===== src/rtl/blake2_msg_feeder.sv =====
// Host byte-stream to blake2 block feeder: splits, zero-pads, tracks ll and hash completion.
// Optional key block prepend enabled by defining BLAKE2_FEEDER_KEY_EN.
module blake2_msg_feeder #(
    parameter int unsigned BB    = 128,
    parameter int unsigned LL_W  = 128,
    parameter int unsigned NN_W  = 7,
    parameter int unsigned IDX_W = $clog2(BB)
) (
    input  logic             clk,
    input  logic             nreset,
    input  logic             start_i,
    input  logic             empty_i,
    input  logic [NN_W-1:0]  nn_i,
`ifdef BLAKE2_FEEDER_KEY_EN
    input  logic [NN_W-1:0]  kk_i,
`endif
    input  logic             s_valid_i,
    input  logic [7:0]       s_data_i,
    input  logic             s_last_i,
    output logic             s_ready_o,
    input  logic             core_ready_i,
    output logic             data_v_o,
    output logic [7:0]       data_o,
    output logic [IDX_W-1:0] data_idx_o,
    output logic             block_first_o,
    output logic             block_last_o,
    output logic [LL_W-1:0]  ll_o,
    input  logic             h_v_i,
    output logic             busy_o,
    output logic             done_o
);

    typedef enum logic [2:0] {ST_IDLE, ST_KEY, ST_DATA, ST_PAD, ST_WAIT_RES} state_t;

    state_t           state_q, state_d;
    logic             data_v_q, data_v_d;
    logic [7:0]       data_q, data_d;
    logic [IDX_W-1:0] idx_q, idx_d;
    logic             first_q, first_d;
    logic             last_q, last_d;
    logic [LL_W-1:0]  ll_q, ll_d;
    logic [NN_W-1:0]  nn_q, nn_d;
    logic [NN_W-1:0]  hcnt_q, hcnt_d;
    logic             empty_q, empty_d;
    logic [IDX_W-1:0] pos_q, pos_d;
    logic             first_blk_q, first_blk_d;
    logic             last_blk_q, last_blk_d;
    logic             key_blk_q, key_blk_d;
    logic             done_q, done_d;
`ifdef BLAKE2_FEEDER_KEY_EN
    logic [NN_W-1:0]  key_rem_q, key_rem_d;
`endif

    logic             slot_free, accept, last_pos;
    logic             load, load_last, load_first;
    logic [7:0]       load_data;
    logic [IDX_W-1:0] load_idx, pos_inc;

    assign slot_free = ~data_v_q | core_ready_i;
    assign s_ready_o = ((state_q == ST_KEY) || (state_q == ST_DATA)) && slot_free;
    assign accept    = s_valid_i & s_ready_o;
    assign last_pos  = (pos_q == IDX_W'(BB - 1));
    assign pos_inc   = last_pos ? '0 : pos_q + IDX_W'(1);

    always_comb begin
        state_d     = state_q;
        data_v_d    = data_v_q;
        data_d      = data_q;
        idx_d       = idx_q;
        first_d     = first_q;
        last_d      = last_q;
        ll_d        = ll_q;
        nn_d        = nn_q;
        hcnt_d      = hcnt_q;
        empty_d     = empty_q;
        pos_d       = pos_q;
        first_blk_d = first_blk_q;
        last_blk_d  = last_blk_q;
        key_blk_d   = key_blk_q;
        done_d      = 1'b0;
`ifdef BLAKE2_FEEDER_KEY_EN
        key_rem_d   = key_rem_q;
`endif
        load        = 1'b0;
        load_data   = 8'h00;
        load_idx    = pos_q;
        load_first  = first_blk_q;
        load_last   = last_blk_q;

        if (data_v_q && core_ready_i)
            data_v_d = 1'b0;

        case (state_q)
            ST_IDLE: begin
                if (start_i) begin
                    nn_d        = nn_i;
                    empty_d     = empty_i;
                    hcnt_d      = '0;
                    ll_d        = '0;
                    pos_d       = '0;
                    first_blk_d = 1'b1;
                    last_blk_d  = empty_i;
                    key_blk_d   = 1'b0;
`ifdef BLAKE2_FEEDER_KEY_EN
                    key_rem_d   = kk_i;
                    if (kk_i != '0) begin
                        state_d   = ST_KEY;
                        ll_d      = LL_W'(BB);
                        key_blk_d = 1'b1;
                    end else
`endif
                    if (empty_i) begin
                        state_d = ST_PAD;
                        // First pad byte goes out on the start edge when the slot allows.
                        if (slot_free) begin
                            load       = 1'b1;
                            load_idx   = '0;
                            load_first = 1'b1;
                            load_last  = 1'b1;
                            pos_d      = IDX_W'(1);
                        end
                    end else begin
                        state_d = ST_DATA;
                    end
                end
            end
`ifdef BLAKE2_FEEDER_KEY_EN
            ST_KEY: begin
                if (accept) begin
                    load      = 1'b1;
                    load_data = s_data_i;
                    pos_d     = pos_inc;
                    key_rem_d = key_rem_q - NN_W'(1);
                    if (key_rem_q == NN_W'(1)) begin
                        if (!last_pos) begin
                            state_d = ST_PAD;
                        end else begin
                            state_d     = empty_q ? ST_WAIT_RES : ST_DATA;
                            first_blk_d = 1'b0;
                            last_blk_d  = empty_q;
                            key_blk_d   = 1'b0;
                        end
                    end
                end
            end
`endif
            ST_DATA: begin
                if (accept) begin
                    load      = 1'b1;
                    load_data = s_data_i;
                    load_last = s_last_i | last_blk_q;
                    ll_d      = ll_q + LL_W'(1);
                    pos_d     = pos_inc;
                    if (s_last_i) begin
                        last_blk_d = 1'b1;
                        state_d    = last_pos ? ST_WAIT_RES : ST_PAD;
                    end else if (last_pos) begin
                        first_blk_d = 1'b0;
                    end
                end
            end
            ST_PAD: begin
                if (slot_free) begin
                    load  = 1'b1;
                    pos_d = pos_inc;
                    if (last_pos) begin
                        if (key_blk_q && !empty_q) begin
                            state_d     = ST_DATA;
                            first_blk_d = 1'b0;
                            last_blk_d  = 1'b0;
                            key_blk_d   = 1'b0;
                        end else begin
                            state_d = ST_WAIT_RES;
                        end
                    end
                end
            end
            ST_WAIT_RES: begin
                if (h_v_i) begin
                    hcnt_d = hcnt_q + NN_W'(1);
                    if (hcnt_d == nn_q) begin
                        state_d = ST_IDLE;
                        done_d  = 1'b1;
                    end
                end
            end
            default: state_d = ST_IDLE;
        endcase

        if (load) begin
            data_v_d = 1'b1;
            data_d   = load_data;
            idx_d    = load_idx;
            first_d  = load_first;
            last_d   = load_last;
        end
    end

    always_ff @(posedge clk) begin
        if (!nreset) begin
            state_q     <= ST_IDLE;
            data_v_q    <= 1'b0;
            data_q      <= '0;
            idx_q       <= '0;
            first_q     <= 1'b0;
            last_q      <= 1'b0;
            ll_q        <= '0;
            nn_q        <= '0;
            hcnt_q      <= '0;
            empty_q     <= 1'b0;
            pos_q       <= '0;
            first_blk_q <= 1'b0;
            last_blk_q  <= 1'b0;
            key_blk_q   <= 1'b0;
            done_q      <= 1'b0;
`ifdef BLAKE2_FEEDER_KEY_EN
            key_rem_q   <= '0;
`endif
        end else begin
            state_q     <= state_d;
            data_v_q    <= data_v_d;
            data_q      <= data_d;
            idx_q       <= idx_d;
            first_q     <= first_d;
            last_q      <= last_d;
            ll_q        <= ll_d;
            nn_q        <= nn_d;
            hcnt_q      <= hcnt_d;
            empty_q     <= empty_d;
            pos_q       <= pos_d;
            first_blk_q <= first_blk_d;
            last_blk_q  <= last_blk_d;
            key_blk_q   <= key_blk_d;
            done_q      <= done_d;
`ifdef BLAKE2_FEEDER_KEY_EN
            key_rem_q   <= key_rem_d;
`endif
        end
    end

    assign data_v_o      = data_v_q;
    assign data_o        = data_q;
    assign data_idx_o    = idx_q;
    assign block_first_o = first_q;
    assign block_last_o  = last_q;
    assign ll_o          = ll_q;
    assign busy_o        = (state_q != ST_IDLE);
    assign done_o        = done_q;

endmodule

===== config.mk =====
export PLATFORM = sky130hd
export DESIGN_NAME = blake2_msg_feeder
export DESIGN_NICKNAME = d
export VERILOG_FILES = /design/src/rtl/blake2_msg_feeder.sv
export SDC_FILE = /design/constraint.sdc
export NUM_CORES = 1
export LEC_CHECK = 0
export ABC_AREA = 1
export CAP_MARGIN = 20
export CORE_UTILIZATION = 45
export CTS_CLUSTER_SIZE = 16
export DETAILED_ROUTE_END_ITERATION = 8
export PLACE_DENSITY = 0.65
export SLEW_MARGIN = 0
export SYNTH_ARGS = -nofsm -noshare
export SYNTH_HDL_FRONTEND = slang
export SYNTH_SLANG_ARGS = --single-unit

===== constraint.sdc =====
create_clock -name clk -period 2.5 [get_ports clk]
set_input_delay 0.25 -clock clk [delete_from_list [all_inputs] [get_ports clk]]
set_output_delay 0.25 -clock clk [all_outputs]
set_load 0.01 [all_outputs]

Yosys cells after proc, flatten, opt, wreduce, memory -nomap -nowiden
Index checks and enable logic that the tools add are counted.
- register bits after elaboration: 175
- ROM bits: 0
- bits in latches: 0
- memories: 0
- RAM bits: 0
- output and inout bits: 149
- divide/modulo/power cells: 0
- shifts and indexed selects: 0
- order comparisons: 0
- eq/ne operators: 16
- multiplexer cells: 61
- reduce and logical (&&, ||, !) cells: 21
- multiply operators: 0
- bitwise gates (word level): 4
- add/sub/neg operators: 3
- operator list (cell ; count):
    $mux 128 ; 2
    $pmux 128 s2 ; 1
    $add 128x1->128 const B ; 1
    $mux 7 ; 10
    $mux 1 ; 29
    $mux 3 ; 9
    $pmux 7 s3 ; 1
    $ne 2x2->1 const B ; 10
    $mux 8 ; 2
    $add 7x1->7 const B ; 2
    $pmux 7 s2 ; 1
    $reduce_and 7->1 ; 2
    $pmux 3 s4 ; 1
    $pmux 1 s3 ; 3
    $reduce_and 3->1 ; 3
    $reduce_and 8->1 ; 1
    $reduce_bool 2->1 ; 4
    $eq 7x7->1 ; 1
    $eq 7x7->1 const B ; 1
    $eq 3x2->1 const B ; 2
    $reduce_bool 3->1 ; 2
    $reduce_and 5->1 ; 1
    $pmux 1 s2 ; 2
    $reduce_and 4->1 ; 1
    other kinds (10) ; 13

Longest topological paths before layout
- depth in word-level cells: 7
- gate-level depth with buffers: 14
- mapped depth without buffers: 14

Worst setup path before layout
Ideal clock, no wire load.
- path type: flip-flop to flip-flop
- start: register ll_q[1], in the netlist ll_o[1]
- end: register ll_q[86], in the netlist ll_o[86]
- path buffers: 0
- required time: 2.387 ns
- stages on the path, launching flop included: 13
- clock period less this slack: 1.837 ns
- arrival: 1.724 ns
- slack: 0.663 ns
- cells stage by stage: dfxtp_1 > ha_1 > nand3_2 > nor2_4 > nand3_1 > nor2_2 > nand2_1 > nor2_2 > nand2_1 > inv_2 > nand2_1 > nor2_1 > nor2_1
- longest elaborated chain between the ends: 3
- RTL lines (item ; line ; text):
    from (decl) ; 41 ; logic [LL_W-1:0] ll_q, ll_d;
    from (signal assigned) ; 226 ; ll_q <= ll_d;
    $add 128x1->128 ; 152 ; ll_d = ll_q + LL_W'(1);
    $mux 128 ; 148 ; if (accept) begin
    $pmux 128 s2 ; 93 ; case (state_q)
No other way between the ends. The select of a mux whose other input is x is not followed.
A chain may end at the register's enable or synchronous reset.

Final worst setup path
- start: register ll_q[35], in the netlist ll_o[35]
- end: register ll_q[96], in the netlist ll_o[96]
The elaborated chain is that of the path after synthesis.

==> results.py <==
metrics = {
    "timing": {
        "final.setup.worst_slack_ns": 0.1171,
        "final-max-slew-violation-count": 0,
        "worstMarginPinSlew_ns": 0.5666,
        "totalNegativeSetupSlack_ns": 0,
        "fmax_mhz": 419.6,
        "unrepaired_setup_endpoints_after_global_routing": "no",
        "max_slew_margin_pct": 62.18,
        "finalHoldViolCount": 0,
        "post-route-min-period_ns": 2.383,
        "skew_ns": 0.01176,
        "fin_crit_sh_pct": 95.32,
        "finalSetupViolCount": 0,
    },
    "global_routing": {
        "grt_antenna_before_repair": 0,
        "gr-total-overflow": 0,
        "grt_first_pass_wirelength_mm": 59.78,
        "first_global_vias": 11158,
        "grt_max_degree": 69,
        "grt_overall_usage_pct": 32.17,
    },
    "floorplanning": {
        "core_area_sq_mm": 0.02271,
        "dieHeight_microns": 154.5,
        "ios": 172,
        "floorplan.rows": 55,
        "starting_density_of_the_core_pct": 46.07,
        "die_width_microns": 154.5,
        "die-area_sq_mm": 0.02386,
    },
    "place": {
        "place_ws_ns": 0.1308,
        "place_hpwl_mm": 30.48,
        "finalWeightedCongestion": 1.002,
        "buffer_ports.inserted": 171,
    },
    "drt": {
        "via_count_of_the_routed_design": 12179,
        "detail_route.iter0.violations": 1157,
        "routed_wirelength_mm": 38.08,
        "ant_nets": 0,
        "detail_route.first_pass.iterations": 6,
        "route.detailed.drc": 0,
        "routedWlPerCell_microns": 16.86,
        "avgViaCountPerCell": 5.394,
    },
    "logic_synthesis": {
        "synthSimpleGateAreaFrac_pct": 47.29,
        "yosys-top-cells-count": "nand2_1, nor2_1, inv_1, dfxtp_1, a21oi_1",
        "dominantRegCellSynth": "dfxtp_1",
        "synth_top_area_share_pct": 33.10,
        "syn_inst": 1767,
        "share_of_the_yosys_chip_area_belonging_to_registers_pct": 33.10,
        "synth_top_family_by_area": "simple AND/OR/NAND/NOR gates",
        "post_synthesis_instance_area_sq_mm": 0.01046,
        "adder_cell_fraction_of_synth_area_pct": 0.3588,
        "async_reset_ff_share_pct": 0,
        "synth_compound_gate_area_share_pct": 10.37,
        "synth_most_common_cell": "nand2_1",
        "post_synth.cell_area_avg_sq_um": 5.921,
        "yosys.area_share.xor_xnor_pct": 0.2511,
        "ys_warn_count": 0,
        "edff_count_synth": 0,
        "synth_top_area_cell": "dfxtp_1",
        "fraction_of_synthesized_area_in_multiplexers_pct": 0,
        "yosysUniqueCellTypes": 45,
        "ys_seq_elements": 173,
        "yosys-top-cells-area": "dfxtp_1, nand2_1, nor2_1, inv_1, a21oi_1",
        "synth_nets": 1793,
    },
    "clocking": {
        "cts_sink_cnt": 173,
        "cts_tree": "built",
        "htreeDepth": 4,
        "path_clk_slew_ns": 0.08,
        "cts.repair_timing.setup_buffer_count": 0,
        "post_cts_resized": 0,
        "cts.path.max_buffers": 2,
        "clk-insertion-delay-late_ns": 0.44,
        "cts_inserted_buffers": 17,
        "ctsHoldBuffers": 0,
        "cts_root_buffer": "clkbuf_16",
    },
    "power": {
        "power_leakage_uw": 0.004617,
        "vdd_ir_drop_max_mv": 0.5342,
        "power_dens_cells_mw_per_mm2": 572.7,
    },
    "critical_path": {
        "cp.arrival_ns": 2.72,
        "path_cells": "nand2_1 -> nor2_1 -> nand2_1 -> nor3_2 -> nand3_1 -> nor2_1 -> nand2_1 -> o21ai_0 -> nor2_1",
        "path_class": "register to register",
        "timing.critical_path.required_ns": 2.84,
        "maximum_net_fanout_on_the_critical_path": 5,
        "critical-path-slowest-cell": "dfxtp_1",
        "critical-path-max-stage-delay_ns": 0.45,
        "critical_path.startpoint_type": "register",
        "worst_setup_path_end_kind": "register",
    },
    "run": {
        "drv_cap": 0,
    },
    "layout": {
        "flow.area_growth_from_synthesis_pct": 26.91,
        "fillerInstances": 2330,
        "post-route-util_pct": 58.47,
        "multi_input_comb_area_sq_mm": 0.006096,
        "antenna_cells": 0,
        "fin_nets": 1986,
        "final-seq-area_sq_mm": 0.003463,
        "proportion_of_layout_cells_with_a_drive_suffix_above_1_pct": 6.842,
    },
    "status": {
        "result_of_the_run": "completed",
    },
    "hold_path": {
        "worstHoldPathType": "primary input to register",
    },
}
-- where the power goes --
| group | switching (uW) | internal (uW) |
|---|---|---|
| combinational | 1110 | 581 |
| sequential | 118 | 2880 |
| clock | 1310 | 1600 |
| total | 2540 | 5060 |
-- layout by cell type, fill, tap and decap left out, types with 6 or more instances in the layout --
| master | n |
|---|---|
| nand2_1 | 530 |
| inv_1 | 195 |
| inv_2 | 7 |
| nor2_2 | 29 |
| nor2_4 | 10 |
| a21oi_1 | 113 |
| nand3_1 | 97 |
| clkbuf_16 | 17 |
| dfxtp_1 | 173 |
| nor4_1 | 6 |
| a31oi_1 | 11 |
| buf_4 | 28 |
| nor3b_1 | 7 |
| nor3_1 | 30 |
| clkdlybuf4s50_1 | 171 |
| o21a_1 | 6 |
| nand4_1 | 48 |
| o21ai_0 | 64 |
| nand2_2 | 6 |
| nor2_1 | 362 |
-- per-layer routing --
metal	up-vias	share of wire [%]	global-route usage [%]	wire (microns)
li1	6036	-	-	-
met1	5563	42	41.39	16020
met2	522	48	55.83	18270
met3	58	7.9	4.679	3013
met4	0	2.0	9.005	779
met5	-	0	0	0
-- flip-flops by register name, indices dropped and copies added (netlist names) --
| name | flops |
|---|---|
| block_first_o | 1 |
| block_last_o | 1 |
| data_idx_o | 7 |
| data_o | 8 |
| data_v_o | 1 |
| done_o | 1 |
| first_blk_q | 1 |
| hcnt_q | 7 |
| last_blk_q | 1 |
| ll_o | 128 |
| nn_q | 7 |
| pos_q | 7 |
| state_q | 3 |
-- path summary, 6_finish.rpt --
kind	start	endpoint	slack (ns)	cells past startpoint
min reg2reg	data_o[2]	data_o[2]	0.47	2
max	ll_o[35]	ll_o[96]	0.12	9
min	s_data_i[7]	data_o[7]	0.36	3
max reg2reg	ll_o[35]	ll_o[96]	0.12	9
-- worst max-delay path: cells and delay by family (launching register included) --
| kind | cells | cell delay [ns] |
|---|---|---|
| flops | 1 | 0.45 |
| simple gates | 8 | 1.65 |
| compound gates | 1 | 0.17 |
-- final cells by class --
type                       count  share of cell area [%]
multi-input combinational   1362                   45.91
sequential                   173                   26.08
timing repair buffer         202                   14.93
inverter                     204                   5.776
clock buffer                  18                   3.232
tap                          285                   2.686
clock inverter                14                   1.385
-- per-stage QoR --
step           area [sq um]  cells  power [uW]  hold slack [ns]
5_1_grt               13280   2258        7937           0.3927
3_5_place_dp          12660   2226        4745           0.4543
4_1_cts               13280   2258        7612           0.3597
6_report              13280   2258        7604           0.3599
2_1_floorplan         10460   1767        4177           0.3883
3_3_place_gp          12660   2226        4740           0.4486
-- logic make-up after synthesis --
| kind of cell | after synthesis |
|---|---|
| and+or+nand+nor | 1150 |
| buffers and inverters | 232 |
| AOI/OAI and AO/OA | 206 |
| DFF | 173 |
| xor gates and xnor gates | 3 |
| adders and majority gates | 3 |
Power figures use the tool's default switching activity.
